### src/rtl/run_length_detector_pkg.sv
// rtl/run_length_detector_pkg.sv - shared constants and helpers for the run-length detector
// Package rld_pkg: detection-mode encodings, run-counter width helper, and the
// mode/polarity match function. The optional detection counter is enabled by the
// RLD_DET_COUNT_EN macro in the files that use this package.
package rld_pkg;

  localparam logic [1:0] MODE_OFF   = 2'b00;
  localparam logic [1:0] MODE_ONES  = 2'b01;
  localparam logic [1:0] MODE_ZEROS = 2'b10;
  localparam logic [1:0] MODE_BOTH  = 2'b11;

  // Bits needed to hold 0..run_len, i.e. $clog2(run_len+1).
  function automatic int cnt_width(input int run_len);
    int w;
    w = 0;
    for (int i = 0; i < 31; i++) begin
      if ((1 << i) <= run_len) w = i + 1;
    end
    return w;
  endfunction

  // True when a run of value b is of a polarity selected by mode.
  function automatic logic mode_match(input logic [1:0] mode, input logic b);
    logic m;
    case (mode)
      MODE_OFF:   m = 1'b0;
      MODE_ONES:  m = b;
      MODE_ZEROS: m = ~b;
      MODE_BOTH:  m = 1'b1;
      default:    m = 1'b0;
    endcase
    return m;
  endfunction

endpackage

### src/rtl/run_length_detector_if.sv
// rtl/run_length_detector_if.sv - sample/result signal bundle for the run-length detector
// Signals: en, clr, mode[1:0], w (driven by master); z, run_len[CNT_W-1:0]
// and, with RLD_DET_COUNT_EN defined, det_count[DET_W-1:0] (driven by slave).
interface run_length_detector_if #(
  parameter int RUN_LEN = 4
`ifdef RLD_DET_COUNT_EN
  , parameter int DET_W = 8
`endif
);
  import rld_pkg::*;

  localparam int CNT_W = cnt_width(RUN_LEN);

  logic             en;
  logic             clr;
  logic [1:0]       mode;
  logic             w;
  logic             z;
  logic [CNT_W-1:0] run_len;
`ifdef RLD_DET_COUNT_EN
  logic [DET_W-1:0] det_count;

  modport master (output en, clr, mode, w, input z, run_len, det_count);
  modport slave  (input en, clr, mode, w, output z, run_len, det_count);
`else
  modport master (output en, clr, mode, w, input z, run_len);
  modport slave  (input en, clr, mode, w, output z, run_len);
`endif

endinterface

### src/rtl/run_length_detector_run_counter.sv
// rtl/run_length_detector_run_counter.sv - saturating run counter with last-value tracking
// Ports: clk, rst_n (async active-low), en, clr, w in; cnt/last registered state,
// cnt_next/last_next the values being loaded this edge (used for a same-edge z).
module rld_run_counter #(
  parameter int RUN_LEN = 4,
  parameter int CNT_W   = 3
) (
  input  logic             clk,
  input  logic             rst_n,
  input  logic             en,
  input  logic             clr,
  input  logic             w,
  output logic [CNT_W-1:0] cnt,
  output logic             last,
  output logic [CNT_W-1:0] cnt_next,
  output logic             last_next
);

  logic             have_prev_q, have_prev_d;
  logic             last_q, last_d;
  logic [CNT_W-1:0] cnt_q, cnt_d;

  always_comb begin
    have_prev_d = have_prev_q;
    last_d      = last_q;
    cnt_d       = cnt_q;
    if (clr) begin
      have_prev_d = 1'b0;
      last_d      = 1'b0;
      cnt_d       = '0;
    end else if (en) begin
      if (!have_prev_q || (w != last_q)) begin
        // First sample after reset/clear, or the run broke: start a new run.
        cnt_d       = CNT_W'(1);
        last_d      = w;
        have_prev_d = 1'b1;
      end else if (cnt_q != CNT_W'(RUN_LEN)) begin
        cnt_d = cnt_q + CNT_W'(1);
      end
    end
  end

  always_ff @(posedge clk or negedge rst_n) begin
    if (!rst_n) begin
      have_prev_q <= 1'b0;
      last_q      <= 1'b0;
      cnt_q       <= '0;
    end else begin
      have_prev_q <= have_prev_d;
      last_q      <= last_d;
      cnt_q       <= cnt_d;
    end
  end

  assign cnt       = cnt_q;
  assign last      = last_q;
  assign cnt_next  = cnt_d;
  assign last_next = last_d;

endmodule

### src/rtl/run_length_detector.sv
// rtl/run_length_detector.sv - detects RUN_LEN consecutive equal accepted samples of w
// Ports: Clock, Resetn (async active-low), bus (slave: en, clr, mode, w in;
// z, run_len out; det_count out when RLD_DET_COUNT_EN is defined).
module run_length_detector
  import rld_pkg::*;
#(
  parameter int RUN_LEN = 4
) (
  input  logic                 Clock,
  input  logic                 Resetn,
  run_length_detector_if.slave bus
);

  localparam int CNT_W = cnt_width(RUN_LEN);

  logic [CNT_W-1:0] cnt;
  logic             last;
  logic [CNT_W-1:0] cnt_next;
  logic             last_next;
  logic             z_q, z_d;

  rld_run_counter #(
    .RUN_LEN (RUN_LEN),
    .CNT_W   (CNT_W)
  ) u_run_counter (
    .clk       (Clock),
    .rst_n     (Resetn),
    .en        (bus.en),
    .clr       (bus.clr),
    .w         (bus.w),
    .cnt       (cnt),
    .last      (last),
    .cnt_next  (cnt_next),
    .last_next (last_next)
  );

  // z is judged on the values being loaded, so it rises on the accepting edge.
  // mode only matters on accepted samples; otherwise z holds.
  always_comb begin
    z_d = z_q;
    if (bus.clr) begin
      z_d = 1'b0;
    end else if (bus.en) begin
      z_d = (cnt_next == CNT_W'(RUN_LEN)) && mode_match(bus.mode, last_next);
    end
  end

  always_ff @(posedge Clock or negedge Resetn) begin
    if (!Resetn) z_q <= 1'b0;
    else         z_q <= z_d;
  end

  assign bus.z       = z_q;
  assign bus.run_len = cnt;

`ifdef RLD_DET_COUNT_EN
  localparam int DET_W = $bits(bus.det_count);

  logic [DET_W-1:0] det_q, det_d;

  // Counts rising edges of z (new detections), saturating at all ones.
  always_comb begin
    det_d = det_q;
    if (bus.clr) begin
      det_d = '0;
    end else if (z_d && !z_q && (det_q != {DET_W{1'b1}})) begin
      det_d = det_q + DET_W'(1);
    end
  end

  always_ff @(posedge Clock or negedge Resetn) begin
    if (!Resetn) det_q <= '0;
    else         det_q <= det_d;
  end

  assign bus.det_count = det_q;
`else
  // last is only needed by the run counter itself in this build.
  logic unused_last;
  assign unused_last = last;
`endif

endmodule
### src/flat_wrapper.sv
// flat-port wrapper written by rule: the top's interface ports become plain ports
module run_length_detector_flat import rld_pkg::*;
#(
  parameter int RUN_LEN = 4
)
  (Clock, Resetn, bus_en, bus_clr, bus_mode, bus_w, bus_z, bus_run_len);
  run_length_detector_if #(.RUN_LEN(RUN_LEN)) bus_i ();
  input  logic Clock;
  input  logic Resetn;
  input wire logic [$bits(bus_i.en)-1:0] bus_en;
  input wire logic [$bits(bus_i.clr)-1:0] bus_clr;
  input wire logic [$bits(bus_i.mode)-1:0] bus_mode;
  input wire logic [$bits(bus_i.w)-1:0] bus_w;
  output wire logic [$bits(bus_i.z)-1:0] bus_z;
  output wire logic [$bits(bus_i.run_len)-1:0] bus_run_len;
  assign bus_i.en = bus_en;
  assign bus_i.clr = bus_clr;
  assign bus_i.mode = bus_mode;
  assign bus_i.w = bus_w;
  assign bus_z = bus_i.z;
  assign bus_run_len = bus_i.run_len;
  run_length_detector #(.RUN_LEN(RUN_LEN)) u_core (.Clock(Clock), .Resetn(Resetn), .bus(bus_i));
endmodule
### config.mk
export PLATFORM = sky130hd
export DESIGN_NAME = run_length_detector_flat
export DESIGN_NICKNAME = d
export VERILOG_FILES = /design/src/rtl/run_length_detector_pkg.sv /design/src/rtl/run_length_detector_if.sv /design/src/rtl/run_length_detector_run_counter.sv /design/src/rtl/run_length_detector.sv /design/src/flat_wrapper.sv
export SDC_FILE = /design/constraint.sdc
export NUM_CORES = 1
export LEC_CHECK = 0
export CAP_MARGIN = 10
export CORE_AREA = 4 4 41 43
export CTS_BUF_LIST = sky130_fd_sc_hd__clkbuf_2
export DETAILED_ROUTE_END_ITERATION = 8
export DIE_AREA = 0 0 45 47
export PLACE_DENSITY = 0.49
export SLEW_MARGIN = 0
export SYNTH_ARGS = -nofsm -noshare
export SYNTH_HDL_FRONTEND = slang
export SYNTH_SLANG_ARGS = --single-unit
### constraint.sdc
create_clock -name Clock -period 1.7 [get_ports Clock]
set_input_delay 0.17 -clock Clock [delete_from_list [all_inputs] [get_ports Clock]]
set_output_delay 0.17 -clock Clock [all_outputs]
set_load 0.03 [all_outputs]
==> flow_summary.yaml <==
setup_path:
  end_kind: "flip-flop"
  cp_slowest_cell: "dfrtp_1"
  reg2reg_from: "u_core.u_run_counter.cnt[0]"
  path_buf_inv: 1
  startpoint_type: "flip-flop"
  r2r-end: "u_core.bus.z"
  crit_path_max_fanout: 8
  worstRegToRegCells: 5
  cpPeakStageDelay_ns: 0.44
  worst_ep_arrival_time_ns: 1.72
  path_delay_family: "simple AND/OR/NAND/NOR gates"
  cp.required_ns: 1.85
  cp_cell_sequence: "inv_1 > ha_1 > and4b_1 > or3_1 > o31ai_1"
  path_class: "flip-flop to flip-flop"
  ff2ff_setup_slack_ns: 0.12
synth:
  syn_inst: 37
  ys_ff_latch: 6
  yosysWarningCount: 0
  synth_nets: 46
  ys_types: 20
  netlist_area_um2: 353
  synth-seq-area-share_pct: 42.6
  synth.avg_cell_area_um2: 9.54
sta:
  hold_violations: 0
  tightest_slew_ns: 0.336
  worst_clock_skew_ns: 0.00950
  finalSetupTns_ns: 0
  maxSlewHeadroom_pct: 77.4
  fin_hold_ws_ns: 0.178
  fin_crit_sh_pct: 92.8
  drv_slew: 0
  setup_viol: 0
  rsz0062_at_grt: "no"
  fmax_mhz: 634
  final.min_clock_period_ns: 1.58
  layout_setup_ws_ns: 0.122
placed_design:
  dp_slack_ns: 0.117
  hpwlAfterDp_um: 611
  port_buffers: 10
  gp_congestion: 0.756
clock_network:
  htree_num_levels: 1
  clk_latency_ns: 0.23
  cts-root-buf: "clkbuf_2"
  tritoncts: "built"
  post_cts_buffers: 0
  clk_pin_slew_ns: 0.07
  cts.path.max_buffers: 2
  hold_buffers: 0
  cts_buffers: 3
  clock_sinks: 6
  cts_resized: 0
power_and_ir_drop:
  p_leak_nw: 0.221
  power_density_nw_per_um2: 642
  pwr-share-seq_pct: 48.5
  ir_worst_vdd_v: 0.000230
  p_switching_mw: 0.0907
  comb_power_share_pct: 19.0
  switching_share_pct: 28.4
  power_frac_clock_pct: 32.5
  power_mw: 0.319
  internal_power_mw: 0.228
routing:
  dr.pass1.iters: 4
  vias_per_cell: 4.83
  post_drt_wl_per_cell_um: 11.7
  vias: 319
  ant_nets: 0
  post-route-drc-count: 0
  totalWireLength_um: 771
  first_iter_violations: 6
floorplan:
  die_area_um2: 2120
  die_h_um: 47
  core_area_um2: 1300
  start_util_pct: 27.1
  row_count: 13
  die_w_um: 45
  io_pins: 11
cells_and_area:
  syn_to_final_growth_pct: 40.8
  diodes: 0
  nNetsFinal: 62
  drive_above_1_share_pct: 13.7
  fin_util_pct: 38.2
  fillers: 141
min_path:
  hold_class: "input pin to async pin"
global_routing:
  grt_pass1_vias: 316
  grt_max_degree: 10
  grt_antenna_before_repair: 0
  track_usage_pct: 9.44
  grt_overflow: 0
  grt_pass1_wl_um: 1280
run_status:
  status: "complete, no violations"
run:
  maxCapViolations: 0
sequential cells by signal, indices dropped and copies added (netlist names):
register and flops:
u_core.bus.z 1, u_core.u_run_counter.cnt 3, u_core.u_run_counter.last 1, u_core.u_run_counter.have_prev_q 1
Yosys cell counts, drive strengths merged:
library cell | number | share of area, %
nor2 | 5 | 5.3
or3 | 1 | 1.8
a21oi | 3 | 4.3
nand2b | 1 | 1.8
o21ai | 1 | 1.4
mux2 | 1 | 3.2
and3b | 1 | 2.8
ha | 2 | 7.1
nand4b | 1 | 2.5
nand2 | 4 | 4.3
a311oi | 1 | 2.5
a21boi | 1 | 2.1
xnor2 | 1 | 2.5
and4b | 1 | 2.8
inv | 2 | 2.1
buf | 1 | 1.4
mux2i | 2 | 5.7
nand4 | 1 | 1.8
dfrtp | 6 | 43
o31ai | 1 | 2.1
power groups by stage:
stage / clock network [mW] / registers, mW / logic [mW]
floorplan: 0 / 0.160 / 0.0255
global placement: 0 / 0.157 / 0.0607
detailed placement: 0 / 0.157 / 0.0611
CTS: 0.110 / 0.154 / 0.0614
global route: 0.124 / 0.155 / 0.0670
finish: 0.104 / 0.155 / 0.0605
worst reg2reg max path, cell delays in order, from the launching register on:
cell     delay (ns)
dfrtp_1        0.44
inv_1          0.08
ha_1           0.19
and4b_1        0.20
or3_1          0.36
o31ai_1        0.23
placed cells by master (no fill, tap or decap):
| cell type | n |
|---|---|
| buf_4 | 2 |
| mux2_2 | 1 |
| a21oi_1 | 3 |
| clkbuf_2 | 3 |
| nand2b_1 | 1 |
| nand4b_1 | 1 |
| dfrtp_1 | 6 |
| nand2_1 | 4 |
| o31ai_1 | 1 |
| clkdlybuf4s50_1 | 10 |
| or3_1 | 1 |
| nor2_1 | 5 |
| o21ai_1 | 1 |
| xnor2_1 | 1 |
| and4b_1 | 1 |
| a311oi_1 | 1 |
| inv_1 | 2 |
| nand4_1 | 1 |
| and3b_2 | 1 |
| a21boi_0 | 1 |
| ha_1 | 2 |
| mux2i_1 | 2 |
cells by family (layout without fill, tap and decap cells):
family,count (synthesis),count (layout),share of synthesized area (%)
buffers and inverters,3,17,3.55
AOI/OAI and AO/OA,7,7,12.4
adders and majority gates,2,2,7.09
and+or+nand+nor,15,15,23.1
xor gates and xnor gates,1,1,2.48
DFF,6,6,42.6
muxes,3,3,8.87
stage by stage:
stage / std cells / area [um^2]
after floorplan: 37 / 353
after global placement: 63 / 482
after detailed placement: 63 / 482
after CTS: 66 / 497
after global routing: 66 / 497
final: 66 / 497
routing by layer:
layer  routed length [um]  share of wire (%)  GRT usage (%)
met1                  340                 44           9.91
met2                  349                 45           13.6
met3                   66                8.6           7.28
met4                   14                1.8           5.26
met5                    0                  0              0
cell type report:
type	instances	area [um^2]	area share, %
tap	15	18.8	3.78
sequential	6	150	30.2
inverter	2	7.51	1.51
clock buffer	3	15.0	3.02
multi-input combinational	28	190	38.3
timing repair buffer	12	115	23.2
how the worst max path moves through the flow:
stage | cells after the start | startpoint | end | slack [ns]
2_1_floorplan | 5 | u_core.u_run_counter.cnt[0] | u_core.bus.z | 0.06
3_3_place_gp | 5 | u_core.u_run_counter.cnt[0] | u_core.bus.z | 0.15
3_5_place_dp | 5 | u_core.u_run_counter.cnt[0] | u_core.bus.z | 0.12
4_1_cts | 5 | u_core.u_run_counter.cnt[0] | u_core.bus.z | 0.10
5_1_grt | 5 | u_core.u_run_counter.cnt[0] | u_core.bus.z | 0.03
6_report | 5 | u_core.u_run_counter.cnt[0] | u_core.bus.z | 0.12
No activity file was read; power rests on OpenSTA's default activity.
